<file path="src/rtl/vram_arbiter.sv">
// Arbiter sharing one single-port synchronous-read memory between CPU single-word
// accesses and fixed-length VGA read bursts, with a bounded CPU wait during bursts.
module vram_arbiter #(
  parameter int DATA      = 8,
  parameter int ADDR      = 16,
  parameter int BURST_LEN = 8,
  parameter int MAX_WAIT  = 4
) (
  input  logic            clk,
  input  logic            rst,
  input  logic            cpu_req,
  input  logic            cpu_we,
  input  logic [ADDR-1:0] cpu_addr,
  input  logic [DATA-1:0] cpu_wdata,
  output logic            cpu_ack,
  output logic            cpu_rvalid,
  output logic [DATA-1:0] cpu_rdata,
  input  logic            vga_req,
  input  logic [ADDR-1:0] vga_base,
  output logic            vga_ack,
  output logic            vga_rvalid,
  output logic [DATA-1:0] vga_rdata,
  output logic            vga_last,
  output logic [ADDR-1:0] mem_addr,
  output logic            mem_re,
  output logic            mem_we,
  output logic [DATA-1:0] mem_wdata,
  input  logic [DATA-1:0] mem_rdata
);

  localparam int IW = (BURST_LEN > 2) ? $clog2(BURST_LEN) : 1;
  localparam int WW = $clog2(MAX_WAIT + 1);
  localparam logic [IW-1:0] LAST_IDX = IW'(BURST_LEN - 1);
  localparam logic [WW-1:0] WAIT_MAX = WW'(MAX_WAIT);

  typedef enum logic {IDLE, BURST} state_t;

  state_t          state;
  logic [IW-1:0]   idx;
  logic [ADDR-1:0] base;
  logic [WW-1:0]   cpu_wait;
  logic            rd_valid;
  logic            rd_vga;
  logic            rd_last;

  logic            cpu_slot;
  logic            vga_slot;
  logic            last_beat;
  logic [ADDR-1:0] vga_addr;

  // NOTE: every always_comb output gets a default first so no path can infer a latch.
  always_comb begin
    cpu_slot = 1'b0;
    vga_slot = 1'b0;
    if (!rst) begin
      if (state == IDLE) begin
        cpu_slot = cpu_req;
        vga_slot = !cpu_req && vga_req;
      end else begin
        // A CPU that has waited long enough steals this slot; the burst index holds.
        cpu_slot = cpu_req && (cpu_wait == WAIT_MAX);
        vga_slot = !cpu_slot;
      end
    end
  end

  assign vga_addr  = (state == IDLE) ? vga_base : base + ADDR'(idx);
  assign last_beat = vga_slot && (state == BURST) && (idx == LAST_IDX);

  assign cpu_ack   = cpu_slot;
  assign vga_ack   = vga_slot && (state == IDLE);
  assign mem_re    = vga_slot || (cpu_slot && !cpu_we);
  assign mem_we    = cpu_slot && cpu_we;
  assign mem_addr  = cpu_slot ? cpu_addr : (vga_slot ? vga_addr : '0);
  assign mem_wdata = mem_we ? cpu_wdata : '0;

  // Read data arrives one cycle after issue; the registered tag routes it.
  assign cpu_rvalid = !rst && rd_valid && !rd_vga;
  assign vga_rvalid = !rst && rd_valid && rd_vga;
  assign vga_last   = vga_rvalid && rd_last;
  assign cpu_rdata  = cpu_rvalid ? mem_rdata : '0;
  assign vga_rdata  = vga_rvalid ? mem_rdata : '0;

  // NOTE: sequential state uses non-blocking assignments so all registers update together.
  always_ff @(posedge clk) begin
    if (rst) begin
      state    <= IDLE;
      idx      <= '0;
      base     <= '0;
      cpu_wait <= '0;
      rd_valid <= 1'b0;
      rd_vga   <= 1'b0;
      rd_last  <= 1'b0;
    end else begin
      rd_valid <= mem_re;
      rd_vga   <= vga_slot;
      rd_last  <= last_beat;

      if (cpu_slot)
        cpu_wait <= '0;
      else if (state == BURST && cpu_req)
        cpu_wait <= cpu_wait + 1'b1;

      case (state)
        IDLE: if (vga_slot) begin
          base  <= vga_base;
          idx   <= IW'(1);
          state <= BURST;
        end
        BURST: if (vga_slot) begin
          if (idx == LAST_IDX) begin
            idx   <= '0;
            state <= IDLE;
          end else begin
            idx <= idx + 1'b1;
          end
        end
        default: state <= IDLE;
      endcase
    end
  end

endmodule

</file>
<file path="config.mk">
export PLATFORM = sky130hd
export DESIGN_NAME = vram_arbiter
export DESIGN_NICKNAME = d
export VERILOG_FILES = /design/src/rtl/vram_arbiter.sv
export SDC_FILE = /design/constraint.sdc
export NUM_CORES = 1
export LEC_CHECK = 0
export CAP_MARGIN = 20
export CORE_MARGIN = 2
export CORE_UTILIZATION = 42
export DETAILED_ROUTE_END_ITERATION = 16
export GPL_TIMING_DRIVEN = 0
export PLACE_DENSITY = 0.92
export SYNTH_ARGS = -nofsm -noshare
export SYNTH_HDL_FRONTEND = slang
export SYNTH_SLANG_ARGS = --single-unit
</file>
<file path="constraint.sdc">
create_clock -name clk -period 5.2 [get_ports clk]
set_clock_uncertainty 0.05 [all_clocks]
set_input_delay 0.52 -clock clk [delete_from_list [all_inputs] [get_ports clk]]
set_output_delay 0.52 -clock clk [all_outputs]
set_load 0.05 [all_outputs]
</file>
* Word level (Yosys, flattened, before mapping) *
Cells that the tools add are included.

cells by class
  add/subtract/negate cells = 3
  equal/unequal tests = 4
  multiplexer cells = 18
  bitwise logic cells = 1
  reductions and logical operators = 21

operators by type and width
  kind                 count
  $mux 16              3
  $mux 8               3
  $add 16x3->16        1
  $logic_and 1x1->1    12
  $mux 3               3
  $mux 1               7
  $add 3x1->3 const B  2
  $eq 3x3->1 const B   2
  $pmux 3 s2           1
  $logic_not 1->1      5
  $reduce_and 2->1     2
  $ne 2x1->1 const B   1
  $ne 2x2->1 const B   1
  $pmux 1 s2           1
  $reduce_or 2->1      1
  $logic_or 1x1->1     1
  $not 1->1            1

storage, ports and cells
  register bits = 26
  input bits = 53
  output and inout bits = 47
  logic and storage cells = 54

* Logic depth before layout (Yosys ltp) *
Gate-level depths: netlist of the first run.

  word-level depth = 7
  mapped depth = 8

* Worst setup path after synthesis of the first run *
No wires, ideal clock.

  path kind = input-to-output
  start point = in rst
  end point = out cpu_rdata[0]
  arrival time = 2.651 ns
  data required time = 4.630 ns
  slack = 1.979 ns
  cell stages on the path = 3
  cell sequence = buf_6 > nor3b_1 > and2_1

on the way
  cells in the longest elaborated chain, start to end = 4

ends and longest elaborated chain
  what                             line  text
  start, declared                  10    input logic rst,
  $logic_not 1->1                  78    assign cpu_rvalid = !rst && rd_valid && !rd_vga;
  $logic_and 1x1->1 (2 in series)  78
  named net cpu_rvalid             16    output logic cpu_rvalid,
  $mux 8                           81    assign cpu_rdata = cpu_rvalid ? mem_rdata : '0;
  end, declared                    17    output logic [DATA-1:0] cpu_rdata,

The timed path passes the listed nets, and every way through them passes these cells.

* Worst setup path in the final report of the first run *
  start point = in cpu_req
  end point = out mem_addr[6]

on the way
  cells in the longest elaborated chain, start to end = 6
  elaborated cells on any way between the ends = 10

ends and longest elaborated chain
  what                                                         line    text
  start, declared                                              11      input logic cpu_req,
  $logic_not 1->1 / $logic_and 1x1->1 (equally long branches)  58, 61
  $logic_and 1x1->1 / $logic_not 1->1 (equally long branches)  58, 62
  $mux 1                                                       56      if (state == IDLE) begin
  $mux 1                                                       55      if (!rst) begin
  $mux 16                                                      74      assign mem_addr = cpu_slot ? cpu_addr : (vga_slot ? vga_addr : '0);
  $mux 16 *                                                    74
  end, declared                                                24      output logic [ADDR-1:0] mem_addr,

Every way passes the cells marked *; elsewhere a longest branch is shown, timed or not.

==> results of run 1 <==
## metrics by stage
step | worst slack (ps) | instances | util | hold slack, ps
3_3_place_gp | 1562 | 374 | 0.6997 | 400.0
4_1_cts | 1520 | 377 | 0.7099 | 415.7
6_report | 1535 | 377 | 0.7099 | 419.3
3_5_place_dp | 1520 | 374 | 0.6997 | 405.5
5_1_grt | 1397 | 377 | 0.7099 | 414.5
2_1_floorplan | 1979 | 226 | - | 390.0
## cells in the final DEF, fill, tap and decap left out, types with 3 or more instances in the layout
cell type and instances:
o211ai_1 14, inv_1 6, nand2_1 47, dfxtp_1 26, and2_1 19, and3_1 14, xnor2_1 9, clkdlybuf4s50_1 98
xor2_1 7, a21oi_1 12, clkbuf_8 3, nor2_1 9, nand3_1 6, a21oi_2 9, buf_2 3, ha_1 7
nand2_2 7, clkbuf_1 5, nand2b_1 3
## cells by family after synthesis
logic type	after synthesis
xor+xnor	16
fa+ha+maj	8
simple gates	113
flops	26
buf+inv	18
compound gates	45
## metal layers
metal,GRT usage,vias up
met4,0.04793,0
li1,-,978
met2,0.3932,75
met3,0.02924,5
met1,0.2732,929
met5,0,-
## layout make-up
| type | count | share of cell area |
|---|---|---|
| Clock buffer | 3 | 0.01444 |
| Multi-Input combinational cell | 182 | 0.4011 |
| Inverter | 7 | 0.01094 |
| Timing Repair Buffer | 98 | 0.3430 |
| Sequential cell | 26 | 0.1820 |
| Tap cell | 50 | 0.02187 |
| Buffer | 11 | 0.02668 |
## registers in the layout, indices dropped and copies added (netlist names)
signal,cells
rd_valid,1
base,16
rd_vga,1
idx,3
rd_last,1
state,1
cpu_wait,3
## final timing paths
check | startpoint | to | slack (ps) | cells after the start
worst max-delay path | cpu_req | mem_addr[6] | 1540 | 7
worst min-delay path | base[2] | base[2] | 420 | 2
worst max register to register | cpu_wait[0] | idx[1] | 3370 | 7
worst min register to register | base[2] | base[2] | 420 | 2
## where the power goes
group          switching [mW]  total [mW]  internal, mW
registers             0.00656       0.213         0.206
clock network          0.0639       0.116        0.0521
logic                   0.102       0.183        0.0809
total                   0.173       0.512         0.339
## worst max-delay path, delay by kind of cell
| family | cells | cell delay, ps |
|---|---|---|
| compound gates | 1 | 100 |
| simple gates | 3 | 710 |
| buf+inv | 3 | 1760 |
==> results.json, run 1 <==
{
  "drt_iter0_drc": 60,
  "period_needed_ps": 3665,
  "postCtsSetupRepairBufs": 0,
  "ys_ff_latch": 26,
  "tns_ps": 0,
  "clockRootBuffer": "clkbuf_8",
  "crit_required_ps": 4630,
  "met1Wirelength_um": 2290,
  "path_cells": "clkdlybuf4s50_1, nand2_1, nor2_1, buf_2, nand2_1, o211ai_1, clkdlybuf4s50_1",
  "worst_pin_slew_ps": 748.5,
  "drc": 0,
  "nFillCells": 329,
  "dpl_cell_area_um2": 2819,
  "critPathKind": "primary input to primary output",
  "synth_mux_area_frac": 0,
  "routed_wl_um": 5323,
  "synth_cell_type_count": 34,
  "async_reset_ff_frac": 0,
  "outcome": "complete, no violations",
  "clkTransAtPathRegs_ps": 90,
  "hpwl_um": 4299,
  "antennaDiodeCount": 0,
  "route.met3.wl_um": 324,
  "die_area_um2": 4763,
  "syn_nets": 287,
  "detail-route-antenna-nets": 0,
  "seq_area_um2": 520.5,
  "antenna_found_initial": 0,
  "synth-xor-area-share": 0.07893,
  "yosysTopAreaCell": "dfxtp_1",
  "syn_inst": 226,
  "multi_input_area_um2": 1147,
  "relSlewSlack": 0.4999,
  "die_w_um": 69.02,
  "synth_edf_count": 0,
  "synth-simple-area-share": 0.3242,
  "crit_slowest_cell": "clkdlybuf4s50_1",
  "synth.avg_cell_area_um2": 7.856,
  "yosysTopAreaCellShare": 0.2932,
  "vias_per_cell": 5.271,
  "holdCritPathClass": "register to register",
  "cts_buffers": 3,
  "synth_area_um2": 1775,
  "end_kind": "primary output",
  "avgRoutedWirePerCell_um": 14.12,
  "dr.pass1.iters": 4,
  "synth_top_family_by_area": "simple AND/OR/NAND/NOR gates",
  "pwr_density_cell_nw_per_um2": 178.8,
  "period_share": 0.7048,
  "fmax_ghz": 0.2729,
  "gr-total-overflow": 0,
  "setup_viol": 0,
  "wl_met2_um": 2665,
  "synth-compound-area-share": 0.1825,
  "finalPower_mw": 0.5115,
  "yosysSeqAreaShare": 0.2932,
  "cts_sinks": 26,
  "dr.max_layer_used": "met4",
  "yosys-top-cells-count": "nand2_1 (47), dfxtp_1 (26), and2_1 (19)",
  "io_pins": 100,
  "synth-main-ff-cell": "dfxtp_1",
  "ir_drop_mv": 0.1421,
  "worstSetupStartpointType": "primary input",
  "track_usage": 0.2175,
  "slowest_delay_ps": 840,
  "synthTopCellsByArea": "dfxtp_1 (29%), nand2_1 (9.9%), and2_1 (6.7%)",
  "critical_path_peak_fanout": 10,
  "power.leakage_nw": 1.081,
  "rsz0062_at_grt": "no",
  "syn_to_final_growth_pct": 61.10,
  "clockBufferDepth": 2,
  "grt_pass1_wl_um": 8666,
  "htree_levels": 1,
  "maxCapViolations": 0,
  "synth.most_common_cell": "nand2_1",
  "clkLatencyLatePin_ps": 270,
  "io_buffers": 98,
  "arrival_ps": 3090,
  "core_um2": 4029,
  "nets": 390,
  "postCtsHoldBufs": 0,
  "die_h_um": 69.02,
  "routed-via-count": 1987,
  "slew_violations": 0,
  "grt_pass1_vias": 1878,
  "finalHoldViolCount": 0,
  "drive_gt1_frac": 0.08563,
  "start_util": 0.4407,
  "num_rows": 23,
  "grt_max_degree": 14,
  "cts_tree": "done",
  "yosys.area_share.adder": 0.06061,
  "stdcell_area_um2": 2860,
  "gp_congestion": 0.8588,
  "synth_warnings": 0,
  "cts_resized": 0
}
Note: power is estimated with default switching activity, not from simulation.
==> inputs of run 2 (changes only) <==
--- a/config.mk
+++ b/config.mk
@@ -7,10 +7,10 @@
 export LEC_CHECK = 0
 export CAP_MARGIN = 20
 export CORE_MARGIN = 2
-export CORE_UTILIZATION = 42
+export CORE_UTILIZATION = 39
 export DETAILED_ROUTE_END_ITERATION = 16
 export GPL_TIMING_DRIVEN = 0
-export PLACE_DENSITY = 0.92
+export PLACE_DENSITY = 0.86
 export SYNTH_ARGS = -nofsm -noshare
 export SYNTH_HDL_FRONTEND = slang
 export SYNTH_SLANG_ARGS = --single-unit
==> constraint.sdc (replaced) <==
create_clock -name clk -period 3.83 [get_ports clk]
set_clock_uncertainty 0.05 [all_clocks]
set_input_delay 0.383 -clock clk [delete_from_list [all_inputs] [get_ports clk]]
set_output_delay 0.383 -clock clk [all_outputs]
set_load 0.05 [all_outputs]
==> run 2 against run 1 <==
Effect of this change:
- via count decreased by 0.10%
- sequential share of layout area decreased by 0.20 points
- sequential power increased by 36%
- utilization decreased by 5.0 points
- final area increased by 1.1%
- clock power increased by 97%
- combinational power increased by 36%
- routed wire length increased by 0.43%
- non-clock buffer count unchanged
- global-route usage decreased by 0.55 points
- critical path depth unchanged
==> results.json, run 2 (synthesized netlist as in run 1, its figures left out) <==
{
  "setup_viol": 0,
  "grt_max_degree": 16,
  "gp_congestion": 0.8329,
  "ir_drop_mv": 0.1484,
  "antenna_found_initial": 0,
  "antennaDiodeCount": 0,
  "relSlewSlack": 0.5016,
  "rsz0062_at_grt": "no",
  "cts_buffers": 3,
  "max_flop_register": "base",
  "fmax_ghz": 0.2843,
  "final_common_cell": "clkdlybuf4s50_1",
  "whs_ps": 284.8,
  "die_h_um": 71.47,
  "die_w_um": 71.47,
  "num_rows": 24,
  "die_area_um2": 5108,
  "drive_gt1_frac": 0.08841,
  "core_um2": 4384,
  "clockBufferDepth": 2,
  "postCtsHoldBufs": 0,
  "nets": 390,
  "io_pins": 100,
  "drt_iter0_drc": 102,
  "syn_to_final_growth_pct": 62.93,
  "pwr_density_cell_nw_per_um2": 265.2,
  "worstSetupStartpointType": "primary input",
  "hpwl_um": 4204,
  "clkTransAtPathRegs_ps": 90,
  "grt_pass1_vias": 1937,
  "track_usage": 0.2120,
  "finalHoldViolCount": 0,
  "routed-via-count": 1985,
  "cts_tree": "done",
  "clockRootBuffer": "clkbuf_8",
  "dr.pass1.iters": 4,
  "power.leakage_nw": 1.095,
  "postCtsSetupRepairBufs": 0,
  "io_buffers": 98,
  "arrival_ps": 3080,
  "tns_ps": 0,
  "start_util": 0.4050,
  "outcome": "complete, no violations",
  "period_needed_ps": 3517,
  "maxCapViolations": 0,
  "cts_sinks": 26,
  "detail-route-antenna-nets": 0,
  "clkLatencyLatePin_ps": 270,
  "grt_pass1_wl_um": 8742,
  "layout_common_cells": "clkdlybuf4s50_1 (98), nand2_1 (47), dfxtp_1 (26), and2_1 (19)",
  "vias_per_cell": 5.224,
  "critPathKind": "primary input to primary output",
  "avgRoutedWirePerCell_um": 14.07,
  "gr-total-overflow": 0,
  "nFillCells": 373,
  "cts_resized": 0,
  "crit_required_ps": 3400,
  "slew_violations": 0,
  "worst_pin_slew_ps": 746.0,
  "htree_levels": 1,
  "critical_path_peak_fanout": 10,
  "reg.largest.list": "base x16, cpu_wait x3, idx x3",
  "drc": 0,
  "end_kind": "primary output",
  "holdCritPathClass": "primary input to register",
  "largest_reg_flops": 16,
  "routed_wl_um": 5346,
  "period_share": 0.9183
}
[run 2: stage by stage]
stage          instance area, µm²  power (mW)    util  worst slack [ps]  cells
2_1_floorplan                1775      0.4316       -             883.1    226
3_3_place_gp                 2821      0.5405  0.6436             412.6    376
3_5_place_dp                 2821      0.5441  0.6436             334.1    376
4_1_cts                      2893      0.7698  0.6598             335.8    380
5_1_grt                      2893      0.7961  0.6598             147.7    380
6_report                     2893      0.7673  0.6598             313.0    380
[run 2: worst max-delay path, cell delays in order]
cell             delay, ps
clkdlybuf4s50_1        600
nand2_1                160
nor2_1                 530
buf_2                  350
nand2_1                 80
o211ai_1               100
clkdlybuf4s50_1        870
[run 2: final timing paths]
check | startpoint | to | slack, ps | cells past startpoint
setup / recovery | cpu_req | mem_addr[6] | 310 | 7
hold / removal | rst | rd_valid | 280 | 2
setup reg to reg | cpu_wait[0] | idx[1] | 1980 | 7
hold reg to reg | base[2] | base[2] | 440 | 2
[run 2: per-layer routing]
layer	wire length [µm]	vias to the layer above	share of wire	GRT usage
met5	0	-	0	0
met4	77	0	0.014	0.06709
met3	494	6	0.092	0.03657
met2	2598	93	0.49	0.3868
met1	2175	910	0.41	0.2513
li1	-	976	-	-
[run 2: area by class of cell]
type,count,area (µm²),share of cell area
Timing Repair Buffer,98,980.9,0.3391
Clock buffer,3,41.29,0.01427
Buffer,11,76.32,0.02638
Clock inverter,1,30.03,0.01038
Sequential cell,26,520.5,0.1799
Tap cell,52,65.06,0.02249
Inverter,7,31.28,0.01081
Multi-Input combinational cell,182,1147,0.3966
[run 2: power breakdown]
part           total, mW  switching (mW)  leakage, nW  internal (mW)
Combinational      0.249           0.140        0.848          0.110
Clock              0.229          0.0893       0.0357          0.140
Sequential         0.289         0.00896        0.211          0.280
Total              0.767           0.238         1.09          0.529
==> inputs of run 3 (changes only) <==
--- a/config.mk
+++ b/config.mk
@@ -6,11 +6,13 @@
 export NUM_CORES = 1
 export LEC_CHECK = 0
 export CAP_MARGIN = 20
+export CORE_ASPECT_RATIO = 0.8
 export CORE_MARGIN = 2
 export CORE_UTILIZATION = 39
 export DETAILED_ROUTE_END_ITERATION = 16
 export GPL_TIMING_DRIVEN = 0
 export PLACE_DENSITY = 0.86
+export SKIP_LAST_GASP = 1
 export SYNTH_ARGS = -nofsm -noshare
 export SYNTH_HDL_FRONTEND = slang
 export SYNTH_SLANG_ARGS = --single-unit
==> constraint.sdc (replaced) <==
create_clock -name clk -period 3.83 [get_ports clk]
set_clock_uncertainty 0.05 [all_clocks]
set_input_delay 0.383 -clock clk [delete_from_list [all_inputs] [get_ports clk]]
set_output_delay 0.383 -clock clk [all_outputs]
set_load 0.02 [all_outputs]
==> run 3 against run 2 <==
Effect of this change:
- first-iteration DRC count grew 15%
- non-clock buffer count is the same
- clock power shrank 21%
==> results.json, run 3 (synthesized netlist as in run 1, its figures left out) <==
{
  "outcome": "complete, no violations",
  "cts_buffers": 3,
  "drc": 0,
  "tns_ps": 0,
  "arrival_ps": 2800,
  "num_rows": 21,
  "io_buffers": 98,
  "holdCritPathClass": "primary input to register",
  "worst_pin_slew_ps": 741.8,
  "dr.pass1.iters": 4,
  "final_common_cell": "clkdlybuf4s50_1",
  "period_needed_ps": 3232,
  "gr-total-overflow": 0,
  "placed_cells": 381,
  "avgRoutedWirePerCell_um": 14.45,
  "detail-route-antenna-nets": 0,
  "antennaDiodeCount": 0,
  "end_kind": "primary output",
  "fin_util": 0.6731,
  "cts_tree": "done",
  "clockBufferDepth": 2,
  "ir_drop_mv": 0.2521,
  "syn_to_final_growth_pct": 62.37,
  "postCtsHoldBufs": 0,
  "fmax_ghz": 0.3094,
  "largest_reg_flops": 16,
  "worstSetupStartpointType": "register",
  "dpl_cell_area_um2": 2828,
  "io_pins": 100,
  "layout_common_cells": "clkdlybuf4s50_1 (98), nand2_1 (47), dfxtp_1 (26), and2_1 (19)",
  "htree_levels": 1,
  "place_ws_ps": 641.7,
  "crit_required_ps": 3400,
  "antenna_found_initial": 0,
  "critPathKind": "register to primary output",
  "drive_gt1_frac": 0.08841,
  "die_area_um2": 5112,
  "stdcell_area_um2": 2883,
  "vias_per_cell": 5.234,
  "die_w_um": 79.44,
  "grt_pass1_wl_um": 8845,
  "rsz0062_at_grt": "no",
  "maxCapViolations": 0,
  "gp_congestion": 0.8677,
  "reg.largest.list": "base x16, cpu_wait x3, idx x3",
  "die_h_um": 64.35,
  "setup_viol": 0,
  "start_util": 0.4145,
  "slew_violations": 0,
  "setup_ws_ps": 597.8,
  "finalHoldViolCount": 0,
  "clkLatencyLatePin_ps": 280,
  "grt_pass1_vias": 1901,
  "period_share": 0.8439,
  "track_usage": 0.2191,
  "hpwl_um": 4290,
  "grt_max_degree": 15,
  "critical_path_peak_fanout": 5,
  "relSlewSlack": 0.5044,
  "cts_resized": 0,
  "clockRootBuffer": "clkbuf_8",
  "routed-via-count": 2015,
  "max_flop_register": "base",
  "nets": 390,
  "clkTransAtPathRegs_ps": 90,
  "core_um2": 4283,
  "power.leakage_nw": 1.088,
  "routed_wl_um": 5565,
  "stdcell_count": 385,
  "postCtsSetupRepairBufs": 0,
  "pwr_density_cell_nw_per_um2": 232.5,
  "cts_sinks": 26,
  "drt_iter0_drc": 117
}
## run 3: cell count changes in the layout (fill, tap and decap cells not counted)
cell and change:
bufinv_16 -1, clkbuf_8 +1
## run 3: metrics by stage
| stage | total power [mW] | hold slack, ps |
|---|---|---|
| 2_1_floorplan | 0.3833 | 390.0 |
| 3_3_place_gp | 0.4931 | 404.5 |
| 3_5_place_dp | 0.4956 | 419.0 |
| 4_1_cts | 0.6724 | 276.5 |
| 5_1_grt | 0.7001 | 279.8 |
| 6_report | 0.6703 | 270.1 |
## run 3: final timing paths
| check | slack, ps | to | cells past startpoint | startpoint |
|---|---|---|---|---|
| setup reg to reg | 1990 | idx[2] | 7 | cpu_wait[0] |
| hold reg to reg | 430 | base[2] | 2 | base[2] |
| hold / removal | 270 | rd_valid | 2 | rst |
| setup / recovery | 600 | mem_addr[10] | 8 | idx[0] |
## run 3: routing by layer
metal	wire length (µm)	global-route usage	vias up	share of wire
met4	105	0.07328	0	0.019
met5	0	0	-	0
met3	558	0.06073	10	0.10
li1	-	-	983	-
met2	2545	0.3561	93	0.46
met1	2355	0.2787	929	0.42
## run 3: final cells by class
type | instances | area [µm²]
fillers | 355 | 1400
multi-input cells | 182 | 1147
repair buffers | 98 | 980.9
flip-flops and latches | 26 | 520.5
plain buffers | 11 | 76.32
well taps | 57 | 71.32
clock buffers | 4 | 55.05
inverters | 7 | 31.28
## run 3: critical path, stage by stage, from the launching register on
cell             delay (ps)
dfxtp_1                 350
ha_1                    250
fa_1                    420
a21oi_1                 210
nor2_1                  160
and3_1                  200
xnor2_1                 120
o211ai_1                170
clkdlybuf4s50_1         630
## run 3: report_power, final
part / leakage [nW] / switching, mW / internal (mW)
registers: 0.211 / 0.00897 / 0.280
logic: 0.848 / 0.0913 / 0.110
clock network: 0.0288 / 0.0878 / 0.0921
==> RTL edit 1: new RTL, config.mk and constraints of run 3 <==
Set the parameter `MAX_WAIT` to 16 (it was 4).
--- a/src/rtl/vram_arbiter.sv
+++ b/src/rtl/vram_arbiter.sv
@@ -6,3 +6,3 @@
   parameter int BURST_LEN = 8,
-  parameter int MAX_WAIT  = 4
+  parameter int MAX_WAIT  = 16
 ) (
Behaviour: not the same (Yosys sat finds a counterexample within 10 cycles, from zero or initial values and one cycle with rst high).
==> RTL edit 1 against run 3 <==
- sequential power grew 7.3%
- die area up 8.4%
- final area is 6.0% higher
- worst hold slack better by 0.15 ns
- core utilization fell by 2.0 points
- sequential share of layout area is 0.29 points higher
- final cell count rose by 8.3%
- count of clock-buffer cells in the layout unchanged
- first-iteration DRC count is 31% lower
- wire length grew 1.3%
- sequential cell count is 2 higher
- synthesized area up 8.9%
- power is 5.2% higher
- worst setup slack got worse by 0.039 ns
==> RTL edit 1: results (changes against run 3) <==
[global_routing]
track_usage = 0.203  ; was 0.219
grt_pass1_wl_um = 8670  ; was 8850 um
grt_max_degree = 16  ; was 15
grt_pass1_vias = 1946  ; was 1,901

[hold_path]
hold_path_class = flip-flop to flip-flop  ; was input port to flip-flop
hold-path-endpoint = base[2]  ; was rd_valid

[placement]
hpwl_um = 4510  ; was 4290 um
postPlaceCellArea_um2 = 3000  ; was 2830 um2
place_ws_ns = 0.619  ; was 0.642 ns

[synthesis]
synth_seq_area_share = 0.290  ; was 0.293
avgSynthCellArea_um2 = 7.62  ; was 7.86 um2
syn_nets = 315  ; was 287
synth_common_cells = 51 x nand2_1, 28 x a21oi_1, 28 x dfxtp_1  ; was 47 x nand2_1, 26 x dfxtp_1, 19 x and2_1

[final_layout]
reg_top3 = base x16, cpu_wait x5, idx x3  ; was base x16, cpu_wait x3, idx x3

[timing]
period_share = 0.854  ; was 0.844
max_freq_mhz = 306  ; was 309 MHz
holdWs_ns = 0.415  ; was 0.270 ns

[detailed_routing]
drtIter0Drc = 81  ; was 117
drt-vias-per-instance = 5.15  ; was 5.23
finalWirelength_um = 5640  ; was 5570 um

[status]
status = completed  ; unchanged

[power]
sequentialPower_uw = 310  ; was 289 uW
finalPower_uw = 705  ; was 670 uW

[critical_path]
r2r_cells = 8  ; was 7
cp_max_fo = 4  ; was 5
critPathArrivalTime_ns = 2.84  ; was 2.80 ns

-- RTL edit 1: cell types whose count changed in the layout (fill, tap and decap cells not counted), moves of 5 or more --
cell and change:
nor2_1 +7, nand2_2 -7, o211ai_1 -12, a21oi_1 +16, a21oi_2 -8, o21ai_0 +5
-- RTL edit 1: final cells by class --
class	instances	area, um2
multi-input combinational	207	1260
inverter	7	31.3
timing repair buffer	99	991
fill	415	1620
clock buffer	4	55.1
tap	60	75.1
buffer	12	83.8
sequential	28	561
-- RTL edit 1: logic make-up after synthesis --
group / count (synthesis) / share of synthesized area
flops: 28 / 0.290
simple gates: 123 / 0.324
xor+xnor: 17 / 0.0770
buf+inv: 19 / 0.0595
compound gates: 59 / 0.194
fa+ha+maj: 8 / 0.0556
-- RTL edit 1: layer usage --
layer / GRT usage / vias up / share of wire
li1: - / 1082 / -
met1: 0.247 / 967 / 0.41
met2: 0.359 / 91 / 0.47
met3: 0.0569 / 7 / 0.11
met4: 0.0369 / 0 / 0.0073
met5: 0 / - / 0
==> RTL edit 2: new RTL, flow settings as in run 3 <==
Made on the original files. Reset style: asynchronous (`rst`), changed in one clocked block.
--- a/src/rtl/vram_arbiter.sv
+++ b/src/rtl/vram_arbiter.sv
@@ -84,3 +84,3 @@
   // NOTE: sequential state uses non-blocking assignments so all registers update together.
-  always_ff @(posedge clk) begin
+  always_ff @(posedge clk or posedge rst) begin
     if (rst) begin
Function: no difference found for any inputs over 10 cycles, from zero or initial values and one cycle with rst high; that may be too few to reach the edited logic, so the function may still have changed.
==> RTL edit 2 against run 3 <==
- sequential share of layout area up 3.5 points
- wire length up 1.4%
- worst setup slack worse by 0.25 ns
- synthesized area up 6.3%
- final cell count up 3.4%
- count of clock-buffer cells in the layout unchanged
- first-iteration DRC count up 60%
- sequential cell count unchanged
- final area up 4.6%
- via count up 2.2%
- critical path type unchanged
Power is not compared: it rests on default switching activity, and its combinational part moved more than twofold at a synthesized area within 25%.
==> RTL edit 2: results (changes against run 3) <==
[status]
status = completed  ; unchanged

[synthesis]
yosys_most_used_dff = dfrtp_1  ; was dfxtp_1
synth_common_cells = 61 x nand2_1, 26 x dfrtp_1, 19 x and2_1  ; was 47 x nand2_1, 26 x dfxtp_1, 19 x and2_1
synth_top_cells_by_area = dfrtp_1 34%, nand2_1 12%, and2_1 6.3%  ; was dfxtp_1 29%, nand2_1 9.9%, and2_1 6.7%
synth_cell_types = 42  ; was 34
async_flop_share = 1.00  ; was 0
synth_xor_area_frac = 0.0557  ; was 0.0789
synth-compound-area-share = 0.149  ; was 0.183
synth_seq_area_share = 0.345  ; was 0.293
synth_fa_ha_area_frac = 0.0570  ; was 0.0606
avgSynthCellArea_um2 = 8.06  ; was 7.86 um2

[final_layout]
num-multi-input-gates = 189  ; was 182
fillers = 384  ; was 355
clock_cell_area_share = 0.0182  ; was 0.0191
seq_area_frac = 0.216  ; was 0.181
buffers = 108  ; was 109
drive_gt1_frac = 0.0533  ; was 0.0884
multiInputGateArea_um2 = 1120  ; was 1150 um2
fin_util = 0.652  ; was 0.673
stdcell_area_um2 = 3020  ; was 2880 um2
inv_count = 11  ; was 7
nonClkBufAreaFrac = 0.351  ; was 0.367

[hold_path]
min_from = base[0]  ; was rst
hold_path_class = flip-flop to flip-flop  ; was input port to flip-flop

[critical_path]
cp_max_fo = 7  ; was 5
r2r_cells = 6  ; was 7
critPathArrivalTime_ns = 3.04  ; was 2.80 ns
r2r_end = idx[0]  ; was idx[2]
r2r_slack_ns = 1.80  ; was 1.99 ns
r2r_start = cpu_wait[0]  ; unchanged
crit_start = idx[0]  ; unchanged

[global_routing]
grt_max_degree = 30  ; was 15
grt_pass1_vias = 1931  ; was 1,901
grt_pass1_wl_um = 8850  ; about the same
use_met3 = 0.0423  ; was 0.0607
track_usage = 0.211  ; was 0.219
use_met1 = 0.281  ; was 0.279

[placement]
dp_cells = 393  ; was 381
gp_congestion = 0.890  ; was 0.868
port_buffers = 99  ; was 98
hpwl_um = 4310  ; was 4290 um

[detailed_routing]
drt-vias-per-instance = 5.17  ; was 5.23
firstDrtPassIters = 4  ; unchanged
drtIter0Drc = 187  ; was 117
drt-met1-wl_um = 2380  ; was 2360 um
wl_met2_um = 2530  ; was 2550 um

[clock_tree]
post_cts_buffers = 0  ; unchanged
cts-resized-gates = 1  ; was 0

[timing]
worst_pin_slew_ns = 0.856  ; was 0.742 ns
holdWs_ns = 0.449  ; was 0.270 ns

==> RTL edit 2: critical path, delay by kind of cell (launching register included) <==
family | cells | cell delay [ns]
simple gates | 1 | 0.17
compound gates | 2 | 0.70
xor+xnor | 1 | 0.18
fa+ha+maj | 2 | 0.65
buf+inv | 1 | 0.64
flops | 1 | 0.43
==> RTL edit 2: worst max path at each step <==
stage	end	slack, ns	depth (start not counted)
2_1_floorplan	mem_addr[10]	1.30	6
3_3_place_gp	mem_addr[11]	0.05	6
3_5_place_dp	mem_addr[13]	0.01	6
4_1_cts	mem_addr[5]	0.14	6
5_1_grt	mem_addr[7]	0.13	6
6_report	mem_addr[14]	0.35	7
==> RTL edit 2: power groups by stage <==
stage	Combinational [uW]	Sequential (uW)	Clock [uW]
final	928	528	180
after global routing	1020	549	198
after CTS	931	523	182
after detailed placement	924	526	0
after global placement	903	518	0
after floorplan	574	496	0
